[config.mk]
export PLATFORM = sky130hd
export DESIGN_NAME = ad9833_sweep_ctrl
export DESIGN_NICKNAME = d
export VERILOG_FILES = /design/src/rtl/ad9833_sweep_ctrl.sv
export SDC_FILE = /design/constraint.sdc
export NUM_CORES = 1
export LEC_CHECK = 0
export BUFFER_PORTS_ARGS = -buffer_cell sky130_fd_sc_hd__buf_2
export CAP_MARGIN = 20
export CELL_PAD_IN_SITES_DETAIL_PLACEMENT = 1
export CELL_PAD_IN_SITES_GLOBAL_PLACEMENT = 1
export CORE_AREA = 5 5 172 174
export CTS_CLUSTER_DIAMETER = 120
export DETAILED_ROUTE_END_ITERATION = 12
export DIE_AREA = 0 0 177 179
export GPL_TIMING_DRIVEN = 0
export PLACE_DENSITY = 0.84
export RECOVER_POWER = 50
export SYNTH_ARGS = -nofsm -noshare
export SYNTH_HDL_FRONTEND = slang
export SYNTH_SLANG_ARGS = --single-unit
export TNS_END_PERCENT = 5
[constraint.sdc]
create_clock -name clock -period 3.2 [get_ports clock]
set_clock_uncertainty 0.1 [all_clocks]
set_input_delay 0.48 -clock clock [delete_from_list [all_inputs] [get_ports clock]]
set_output_delay 0.48 -clock clock [all_outputs]
set_load 0.05 [all_outputs]
[src/rtl/ad9833_sweep_ctrl.sv]
// AD9833 frequency-sweep sequencer feeding the Avalon wrapper write port, one word in flight at a time.
// Optional handshake timeout enabled by defining AD9833_SWEEP_TIMEOUT_EN.
module ad9833_sweep_ctrl #(
  parameter int HS_TIMEOUT = 1024
) (
  input  logic        clock,
  input  logic        reset,
  input  logic        start,
  input  logic        stop,
  input  logic [27:0] start_freq,
  input  logic [27:0] step_freq,
  input  logic [15:0] num_steps,
  input  logic [31:0] dwell_cycles,
  input  logic [1:0]  wave_sel,
  input  logic        sc_in,
  output logic        wr,
  output logic [31:0] wrdata,
  output logic [3:0]  wr_be,
  output logic        busy,
  output logic        done,
  output logic [27:0] cur_freq,
  output logic [15:0] step_idx,
  output logic        error
);
  typedef enum logic [3:0] {
    IDLE, W_RST, W_LSB, W_MSB, W_RUN, DWELL, S_LSB, S_MSB, W_STOP
  } state_t;

  localparam logic [15:0] CTL_RST = 16'h2100;

  if (HS_TIMEOUT < 2) begin : g_bad_timeout
    $error("HS_TIMEOUT must be at least 2");
  end

  state_t      state_q, state_d;
  logic        wait_q, wait_d;
  logic        sc_prev, sc_edge;
  logic [27:0] f_q, step_q, f_next;
  logic [15:0] nsteps_q;
  logic [31:0] dwell_q, dwell_cnt;
  logic [1:0]  wave_q;
  logic        stop_pend, halt;
  logic        issue, go, adv, msb_done, fin, abort, to_hit;
  logic [15:0] word, run_word;

  assign sc_edge  = sc_in & ~sc_prev;
  assign f_next   = f_q + step_q;
  assign halt     = stop_pend | stop;
  assign msb_done = wait_q & sc_edge & ((state_q == W_MSB) | (state_q == S_MSB));

  always_comb begin
    case (wave_q)
      2'd0:    run_word = 16'h2000;
      2'd1:    run_word = 16'h2002;
      2'd2:    run_word = 16'h2028;
      default: run_word = 16'h2020;
    endcase
  end

`ifdef AD9833_SWEEP_TIMEOUT_EN
  localparam int TW = $clog2(HS_TIMEOUT);
  logic [TW-1:0] to_cnt;

  assign to_hit = wait_q & ~sc_edge & (to_cnt == TW'(HS_TIMEOUT - 1));

  always_ff @(posedge clock) begin
    if (reset || !wait_q) to_cnt <= '0;
    else if (!sc_edge)    to_cnt <= to_cnt + 1'b1;
  end

  always_ff @(posedge clock) begin
    if (reset)      error <= 1'b0;
    else if (go)    error <= 1'b0;
    else if (abort) error <= 1'b1;
  end
`else
  assign to_hit = 1'b0;
  assign error  = 1'b0;
`endif

  always_comb begin
    state_d = state_q;
    wait_d  = wait_q;
    issue   = 1'b0;
    word    = CTL_RST;
    go      = 1'b0;
    adv     = 1'b0;
    fin     = 1'b0;
    abort   = 1'b0;
    case (state_q)
      IDLE: begin
        // a simultaneous stop cancels the start
        if (start && !stop) begin
          state_d = W_RST;
          issue   = 1'b1;
          go      = 1'b1;
        end
      end
      DWELL: begin
        if (halt) begin
          state_d = W_STOP;
          issue   = 1'b1;
        end else if (dwell_cnt <= 32'd1) begin
          issue = 1'b1;
          if (step_idx == nsteps_q) begin
            state_d = W_STOP;
          end else begin
            state_d = S_LSB;
            adv     = 1'b1;
            word    = {2'b01, f_next[13:0]};
          end
        end
      end
      default: begin
        if (!wait_q) begin
          wait_d = 1'b1;
        end else if (sc_edge) begin
          wait_d = 1'b0;
          issue  = 1'b1;
          if (state_q == W_STOP) begin
            state_d = IDLE;
            issue   = 1'b0;
            fin     = 1'b1;
          end else if (halt) begin
            state_d = W_STOP;
          end else begin
            case (state_q)
              W_RST:   begin state_d = W_LSB; word = {2'b01, f_q[13:0]};  end
              W_LSB:   begin state_d = W_MSB; word = {2'b01, f_q[27:14]}; end
              W_MSB:   begin state_d = W_RUN; word = run_word;            end
              S_LSB:   begin state_d = S_MSB; word = {2'b01, f_q[27:14]}; end
              W_RUN, S_MSB: begin state_d = DWELL; issue = 1'b0;          end
              default: issue = 1'b0;
            endcase
          end
        end else if (to_hit) begin
          state_d = IDLE;
          wait_d  = 1'b0;
          abort   = 1'b1;
        end
      end
    endcase
  end

  always_ff @(posedge clock) begin
    if (reset) begin
      state_q   <= IDLE;
      wait_q    <= 1'b0;
      sc_prev   <= 1'b0;
      wr        <= 1'b0;
      wrdata    <= '0;
      wr_be     <= '0;
      busy      <= 1'b0;
      done      <= 1'b0;
      cur_freq  <= '0;
      step_idx  <= '0;
      f_q       <= '0;
      step_q    <= '0;
      nsteps_q  <= '0;
      dwell_q   <= '0;
      wave_q    <= '0;
      dwell_cnt <= '0;
      stop_pend <= 1'b0;
    end else begin
      state_q <= state_d;
      wait_q  <= wait_d;
      sc_prev <= sc_in;
      wr      <= issue;
      wr_be   <= issue ? 4'b0011 : 4'b0000;
      done    <= fin;
      if (issue) wrdata <= {16'h0000, word};
      if (go) begin
        f_q      <= start_freq;
        step_q   <= step_freq;
        nsteps_q <= num_steps;
        dwell_q  <= dwell_cycles;
        wave_q   <= wave_sel;
        step_idx <= '0;
        busy     <= 1'b1;
      end else if (fin || abort) begin
        busy <= 1'b0;
      end
      if (adv) begin
        f_q      <= f_next;
        step_idx <= step_idx + 1'b1;
      end
      if (msb_done) cur_freq <= f_q;
      if (state_d == DWELL && state_q != DWELL) dwell_cnt <= dwell_q;
      else if (state_q == DWELL)                dwell_cnt <= dwell_cnt - 32'd1;
      if (state_d == IDLE) stop_pend <= 1'b0;
      else if (stop)       stop_pend <= 1'b1;
    end
  end
endmodule

# Word-level counts from Yosys, hierarchy flattened
# Cells that the tools add are included.
# totals
register_bits,212
elab_cells,103
# classes
addsub,3
magnitude_cmp,1
eq_ne,13
n_mux,49
bitwise_logic,6
reduce_logical,14
# ops
cell,count
15-bit two-way mux,7
32-bit two-way mux,2
28-bit two-way mux,2
15-bit one-hot mux with 3 select lines,1
"32-bit by 1-bit less-or-equal comparator with 1-bit output, second input constant",1
16-bit two-way mux,2
4-bit two-way mux,8
"32-bit by 1-bit subtractor with 32-bit output, second input constant",1
15-bit one-hot mux with 2 select lines,1
28-bit adder,1
1-bit two-way mux,21
"4-bit by 3-bit equality test with 1-bit output, second input constant",5
4-bit one-hot mux with 5 select lines,1
6-bit one-hot mux with 3 select lines,1
"16-bit by 1-bit adder with 16-bit output, second input constant",1
16-bit equality test,1
"4-bit by 2-bit equality test with 1-bit output, second input constant",2
4-bit logical NOT,2
4-bit one-hot mux with 2 select lines,1
2-bit OR reduction,4
2-bit nonzero test,3
"4-bit by 1-bit equality test with 1-bit output, second input constant",1
"4-bit equality test, second input constant",1
"4-bit by 3-bit inequality test with 1-bit output, second input constant",1
11 further kinds,15

# Longest topological paths before layout
# Gate-level depths: netlist of run 1.
# logic_depth
word_depth,11
ltp_mapped,12
ltp_nobuf,10

# Worst setup path before layout of run 1
# No wires, ideal clock.
# synth_timing
path_kind,register -> register
startpoint,register dwell_cnt[20]
endpoint,register step_idx[15]
setup_ns,0.063
t_arrival_ns,3.082
setup_slack_ns,-0.045
stages_incl_launch_ff,11
path_cell_list,dfxtp_1 > or4_1 > buf_2 > or3_1 > or4_4 > or3_1 > buf_2 > nor4_4 > nand3_1 > mux2_4 > nor2_2
# synth_between
elab_chain_cells,5
elab_cells_between_ends,6
classes_between,1 x order compare; 4 x mux; 1 x reduce/logical
# synth_lines
item,line,source
start: declaration,40,"logic [31:0] dwell_q, dwell_cnt;"
start signal: assignment,188,if (state_d == DWELL && state_q != DWELL) dwell_cnt <= dwell_q;
start signal: assignment,189,else if (state_q == DWELL) dwell_cnt <= dwell_cnt - 32'd1;
32-bit by 1-bit less-or-equal comparator with 1-bit output *,103,end else if (dwell_cnt <= 32'd1) begin
1-bit two-way mux *,103,
1-bit two-way mux *,100,if (halt) begin
1-bit two-way mux *,90,case (state_q)
16-bit two-way mux or 2-bit nonzero test (tied branches),-,
end signal: assignment,185,step_idx <= step_idx + 1'b1;
end: declaration,22,"output logic [15:0] step_idx,"
# Every way passes the cells marked *; elsewhere a longest branch is shown, timed or not.
# A chain may end at the register's enable or synchronous reset.

# Worst setup path after layout of run 1
# layout_timing
startpoint,register dwell_cnt[22]
endpoint,register dwell_cnt[31]
# layout_between
elab_chain_cells,7
elab_cells_between_ends,10
classes_between,1 x add/sub; 1 x order compare; 1 x eq/ne; 5 x mux; 2 x reduce/logical
# layout_lines
item,line
32-bit by 1-bit less-or-equal comparator with 1-bit output,103
4-bit two-way mux,103
4-bit two-way mux,100
4-bit one-hot mux with 2 select lines,90
4-bit by 3-bit equality test with 1-bit output,188
1-bit logical AND,188
32-bit two-way mux or 2-bit nonzero test (tied branches),-
# Several ways; a longest one is shown, not always the timed one. The select of a mux whose other input is x is not followed.

==> results of run 1 <==
-- synthesized netlist by cell type (all sizes together) (5+ instances only) --
master	instances
nand2	310
a21oi	213
dfxtp	207
nor2	79
clkbuf	68
o21ai	41
buf	35
a22oi	34
xnor2	32
ha	30
nand3	20
a31oi	17
nor3	15
a21o	14
nand3b	14
xor2	13
inv	11
o22ai	11
and3	10
nand4	10
nor2b	9
nor4	9
o211ai	9
or3	9
a211oi	7
nand2b	7
or4	7
o21bai	5
-- power groups by stage --
stage	Clock (uW)	Sequential, uW	Combinational [uW]
finish	3020	2740	736
global route	3160	2740	801
detailed placement	0	2790	693
global placement	0	2790	675
floorplan	0	2770	451
CTS	3050	2740	714
-- worst max-delay path, stage by stage (launching register included) --
cell and delay, ns:
dfxtp_2 0.32, or4_4 0.53, buf_6 0.13, or3_4 0.34, nor4_4 0.35, a21o_1 0.19, a211o_1 0.21, nor2b_1 0.07
clkbuf_2 0.20, buf_2 0.25, a2bb2oi_1 0.22, a21oi_1 0.10
-- worst paths after layout --
path / end / slack (ns) / depth (start not counted)
hold reg to reg: dwell_cnt[2] / 0.36 / 2
setup reg to reg: dwell_cnt[31] / 0.04 / 11
setup / recovery: dwell_cnt[31] / 0.04 / 11
hold / removal: step_q[26] / 0.07 / 3
-- registers in the layout (all words and copies together) (netlist names), 2 cells and up --
register / cells
cur_freq: 28
step_q: 28
wrdata: 15
dwell_q: 32
step_idx: 16
f_q: 28
nsteps_q: 16
dwell_cnt: 32
wave_q: 2
state_q: 4
-- per-stage QoR --
step / area [um^2] / hold slack [ns] / setup slack [ns]
floorplan: 10150 / 0.3321 / 0.09152
global placement: 11480 / 0.3421 / -0.7915
detailed placement: 11480 / 0.3488 / -0.8839
CTS: 12590 / 0.05932 / -0.1243
global route: 12660 / 0.07612 / -0.07460
finish: 12660 / 0.07083 / 0.04167
-- cells by family (layout without fill, tap and decap cells) --
| group | count (synthesis) | after routing | synth area share (%) |
|---|---|---|---|
| and+or+nand+nor | 514 | 514 | 22.57 |
| other | 1 | 21 | 0.03722 |
| buffers and inverters | 114 | 346 | 5.104 |
| AOI/OAI and AO/OA | 388 | 388 | 22.76 |
| muxes | 5 | 5 | 0.5588 |
| xor gates and xnor gates | 45 | 45 | 3.912 |
| DFF | 207 | 207 | 41.13 |
| adders and majority gates | 31 | 31 | 3.924 |
-- area by class of cell --
| type | count | area (um^2) | area share (%) |
|---|---|---|---|
| clock inverters | 12 | 175.2 | 1.383 |
| plain buffers | 103 | 534.3 | 4.219 |
| clock buffers | 32 | 691.9 | 5.463 |
| inverters | 11 | 41.29 | 0.3260 |
| well taps | 378 | 473.0 | 3.734 |
| multi-input cells | 1003 | 5690 | 44.93 |
| diodes | 1 | 2.502 | 0.01976 |
| repair buffers | 188 | 902.1 | 7.123 |
| flip-flops and latches | 207 | 4154 | 32.80 |
-- per-layer routing --
layer | track usage, % | share of wire (%) | vias up | wire length (um)
met3 | 3.796 | 5.7 | 117 | 2198
met2 | 40.96 | 49 | 336 | 18650
met5 | 0 | 0.034 | - | 13
met4 | 9.832 | 4.9 | 2 | 1865
met1 | 27.82 | 41 | 5126 | 15580
li1 | - | - | 5011 | -
-- what timing repair did --
action / in CTS / in global routing
setup buffers: 11 / 4
pin swaps: 7 / 9
setup endpoints to repair: 103 / 87
gates resized for setup: 48 / 38
gates cloned: 0 / 0
==> impl_metrics.py, run 1 <==
metrics = {
    "logic_synthesis": {
        "yosysTopAreaCellShare_pct": 41.13,
        "ys_types": 68,
        "ys.warnings.count": 0,
        "ys_ff_latch": 207,
        "ys.flop_type": "dfxtp_1",
        "synth_area_um2": 10070,
        "postSynthCellCount": 1305,
        "synth_edf_count": 0,
        "ys_seq_area_share_pct": 41.13,
        "avgSynthCellArea_um2": 7.720,
        "synth_area_leaders": "dfxtp_1 (41%), nand2_1 (12%), a21oi_1 (11%)",
        "postSynth.asyncResetShare_pct": 0,
        "synth_top_area_cell": "dfxtp_1",
    },
    "global_route": {
        "grt_pass1_vias": 11040,
        "antenna_found_initial": 2,
        "grt_overflow": 0,
        "grt_pass1_wl_mm": 58.55,
        "grt_max_degree": 14,
        "grt_usage_pct": 23.14,
    },
    "setup_path": {
        "crit_required_ns": 3.48,
        "cp.arrival_ns": 3.44,
        "cp-end-kind": "flip-flop",
        "critPathLaunch": "dwell_cnt[22]",
        "r2r-start": "dwell_cnt[22]",
        "start_kind": "flip-flop",
        "path_max_fanout": 10,
        "critPathKind": "flip-flop to flip-flop",
    },
    "drt": {
        "drtIter0Drc": 626,
        "final_antenna_net_count": 0,
        "first_pass_iters": 7,
        "num_vias": 10590,
        "viasPerCell": 5.474,
        "wl_per_cell_um": 19.80,
        "drt-total-wl_mm": 38.31,
        "drc": 0,
    },
    "place": {
        "portBuffers": 173,
        "dp_cells": 1875,
        "place_congestion": 0.8878,
        "dp_hpwl_mm": 28.28,
    },
    "clocking": {
        "h-tree-depth": 1,
        "holdBufCountCts": 0,
        "insertion_delay_ns": 0.55,
        "cts_tree": "built",
        "clock-root-buffer": "clkbuf_16",
        "cts_sinks": 207,
        "cts_made_buffers": 25,
        "cts_buffer_depth": 3,
        "clk_pin_slew_ns": 0.06,
    },
    "pwr": {
        "peakVddDrop_mv": 0.3988,
        "powerDensity_nw_per_um2": 513.1,
        "p_total_uw": 6498,
        "seqPwrFrac_pct": 42.1,
        "combPwrFrac_pct": 11.3,
        "p_sw_share_pct": 26.65,
        "p_leak_uw": 0.004949,
        "clkPwrFrac_pct": 46.5,
        "p_int_uw": 4766,
        "p_switching_uw": 1732,
    },
    "min_path": {
        "hold_path.startpoint": "step_freq[26]",
        "hold_path.class": "primary input to flip-flop",
    },
    "finish": {
        "nets": 1681,
        "area_growth_pct": 25.71,
        "stdcell_count": 1935,
        "final_common_cell": "nand2_1",
        "final_layout_size_suffix_gt1_share_pct": 16.20,
        "fillers": 3555,
        "layout_common_cells": "nand2_1 (310), a21oi_1 (212), dfxtp_1 (201)",
        "fin_util_pct": 45.84,
    },
    "die": {
        "die_x_um": 177,
        "core_area_um2": 27630,
        "die_h_um": 179,
        "die-area_um2": 31680,
        "initial_utilization_pct": 36.46,
        "pin_count": 195,
        "row_count": 61,
    },
    "run": {
        "drv_cap": 0,
    },
    "timing": {
        "tightest_slew_ns": 0.7621,
        "setup_viol": 0,
        "rsz0062_at_grt": "true",
        "hold_violations": 0,
        "max_slew_margin_pct": 48.77,
        "timing.fmax_mhz": 316.6,
        "fin_setup_tns_ns": 0,
        "drv_slew": 0,
        "post-route-min-period_ns": 3.158,
        "fin_crit_sh_pct": 98.70,
    },
    "run_status": {
        "status": "finished, final reports clean",
    },
}
Power figures use the tool's default switching activity.
==> run 2: changes to the inputs <==
--- a/config.mk
+++ b/config.mk
@@ -9,10 +9,10 @@
 export CAP_MARGIN = 20
 export CELL_PAD_IN_SITES_DETAIL_PLACEMENT = 1
 export CELL_PAD_IN_SITES_GLOBAL_PLACEMENT = 1
-export CORE_AREA = 5 5 172 174
+export CORE_AREA = 2 2 169 171
 export CTS_CLUSTER_DIAMETER = 120
 export DETAILED_ROUTE_END_ITERATION = 12
-export DIE_AREA = 0 0 177 179
+export DIE_AREA = 0 0 171 173
 export GPL_TIMING_DRIVEN = 0
 export PLACE_DENSITY = 0.84
 export RECOVER_POWER = 50
==> impl_metrics.py, run 2 (same netlist as run 1, synthesis figures left out) <==
metrics = {
    "die": {
        "row_count": 61,
        "die_x_um": 171,
        "die-area_um2": 29580,
        "die_h_um": 173,
        "pin_count": 195,
        "core_area_um2": 27630,
        "initial_utilization_pct": 36.46,
    },
    "run_status": {
        "status": "finished, violations left",
        "violations": "setup timing",
    },
    "global_route": {
        "grt_overflow": 0,
        "antenna_found_initial": 1,
        "grt_usage_pct": 24.47,
        "grt_pass1_vias": 10740,
        "grt_max_degree": 14,
        "grt_pass1_wl_mm": 57.35,
    },
    "clocking": {
        "insertion_delay_ns": 0.54,
        "clock-root-buffer": "clkbuf_16",
        "cts_sinks": 207,
        "cts_made_buffers": 25,
        "clk_pin_slew_ns": 0.06,
        "cts_tree": "built",
        "h-tree-depth": 1,
        "cts_buffer_depth": 3,
    },
    "finish": {
        "reg_top3": "dwell_cnt: 32 flops, dwell_q: 32 flops",
        "fin_util_pct": 45.11,
        "final_layout_size_suffix_gt1_share_pct": 14.93,
        "nets": 1671,
        "layout_common_cells": "nand2_1 (310), a21oi_1 (213), dfxtp_1 (204)",
        "final_common_cell": "nand2_1",
        "area_growth_pct": 23.71,
    },
    "setup_path": {
        "slowest_stage": "or4_1",
        "crit_required_ns": 3.51,
        "cp_cell_sequence": "or4_1 -> buf_2 -> or3_4 -> or4_4 -> nor3_2 -> buf_4 -> nor2_1 -> a31o_2 -> a221oi_1 -> o22ai_1",
        "cp.arrival_ns": 3.53,
        "cp-end-kind": "flip-flop",
        "r2r-start": "dwell_cnt[20]",
        "critPathKind": "flip-flop to flip-flop",
        "path_max_fanout": 8,
        "r2r_cells": 10,
        "r2r-end": "f_q[27]",
        "rrSetupSlack_ns": -0.02,
        "endpoint": "f_q[27]",
        "start_kind": "flip-flop",
        "critPathLaunch": "dwell_cnt[20]",
        "cp_slowest_stage_delay_ns": 0.51,
    },
    "timing": {
        "drv_slew": 0,
        "fin_setup_tns_ns": -0.02290,
        "timing.fmax_mhz": 310.3,
        "worst_slack_ns": -0.02290,
        "hold_violations": 0,
        "fin_crit_sh_pct": 100.7,
        "max_slew_margin_pct": 51.35,
        "tightest_slew_ns": 0.7293,
        "post-route-min-period_ns": 3.223,
        "setup_viol": 1,
        "rsz0062_at_grt": "true",
    },
    "drt": {
        "drc": 0,
        "final_antenna_net_count": 0,
        "drtIter0Drc": 692,
        "num_vias": 10440,
        "viasPerCell": 5.422,
        "wl_per_cell_um": 19.36,
        "first_pass_iters": 7,
        "drt-total-wl_mm": 37.28,
    },
    "pwr": {
        "powerDensity_nw_per_um2": 500.0,
        "p_leak_uw": 0.004851,
        "p_total_uw": 6232,
        "peakVddDrop_mv": 0.3254,
    },
    "place": {
        "place_ws_ns": -0.8576,
        "place_congestion": 0.9031,
        "portBuffers": 173,
        "dp_hpwl_mm": 28.17,
    },
    "run": {
        "drv_cap": 0,
    },
    "min_path": {
        "hold_path.class": "primary input to flip-flop",
    },
}
## run 2: changes by cell type in the layout (fill, tap and decap cells not counted), moves of 2 or more
cell / previous run / this run
buf_4: 39 / 35
buf_6: 4 / 1
bufinv_16: 4 / 1
clkbuf_1: 123 / 126
clkinv_2: 7 / 9
dfxtp_1: 201 / 204
dfxtp_2: 5 / 2
o21ai_0: 37 / 40
o21ai_1: 2 / 0
## run 2: metal layers
metal  vias to the layer above  GRT usage (%)  share of wire (%)
li1                       5000              -                  -
met1                      5039          30.53                 42
met2                       325          42.61                 49
met3                        78          3.227                5.5
met4                         0          9.251                3.9
met5                         -              0                  0
## run 2: cell type report
class,count,area (um^2)
timing repair buffer,180,838.3
clock inverter,11,95.09
sequential,207,4150
tap,378,473.0
multi-input combinational,1003,5657
inverter,11,41.29
buffer,101,506.7
fill,3516,15170
antenna,1,2.502
clock buffer,34,699.4
## run 2: worst min path at each step
stage                        startpoint       endpoint  slack, ns  depth (start not counted)
after global placement     cur_freq[27]   cur_freq[27]       0.34                          2
after CTS                 step_freq[26]     step_q[26]       0.05                          3
after detailed placement   cur_freq[25]   cur_freq[25]       0.34                          2
final                     step_freq[26]     step_q[26]       0.07                          3
after floorplan             dwell_q[26]  dwell_cnt[26]       0.33                          2
after global routing      step_freq[22]     step_q[22]       0.07                          3
## run 2: stage by stage
stage	hold slack, ns	cell area, um^2	cells
4_1_cts	0.05103	12420	1922
2_1_floorplan	0.3321	10150	1324
3_3_place_gp	0.3442	11480	1875
3_5_place_dp	0.3449	11480	1875
5_1_grt	0.07328	12460	1926
6_report	0.07030	12460	1926
## run 2: worst max-delay path, delay by kind of cell (launching register included)
family	cells	cell delay, ns
AOI/OAI and AO/OA	3	0.67
buffers and inverters	2	0.34
and+or+nand+nor	5	1.64
DFF	1	0.35
## run 2: repair_timing
action,CTS,global route
endpoints found under the setup margin,113,106
setup buffers,3,4
resized for setup,36,33
hold buffers,0,0
pin swaps,4,5
## run 2: power breakdown
part	switching [uW]	internal (uW)
clock	1150	1620
combinational	472	251
sequential	80.8	2660
total	1710	4530
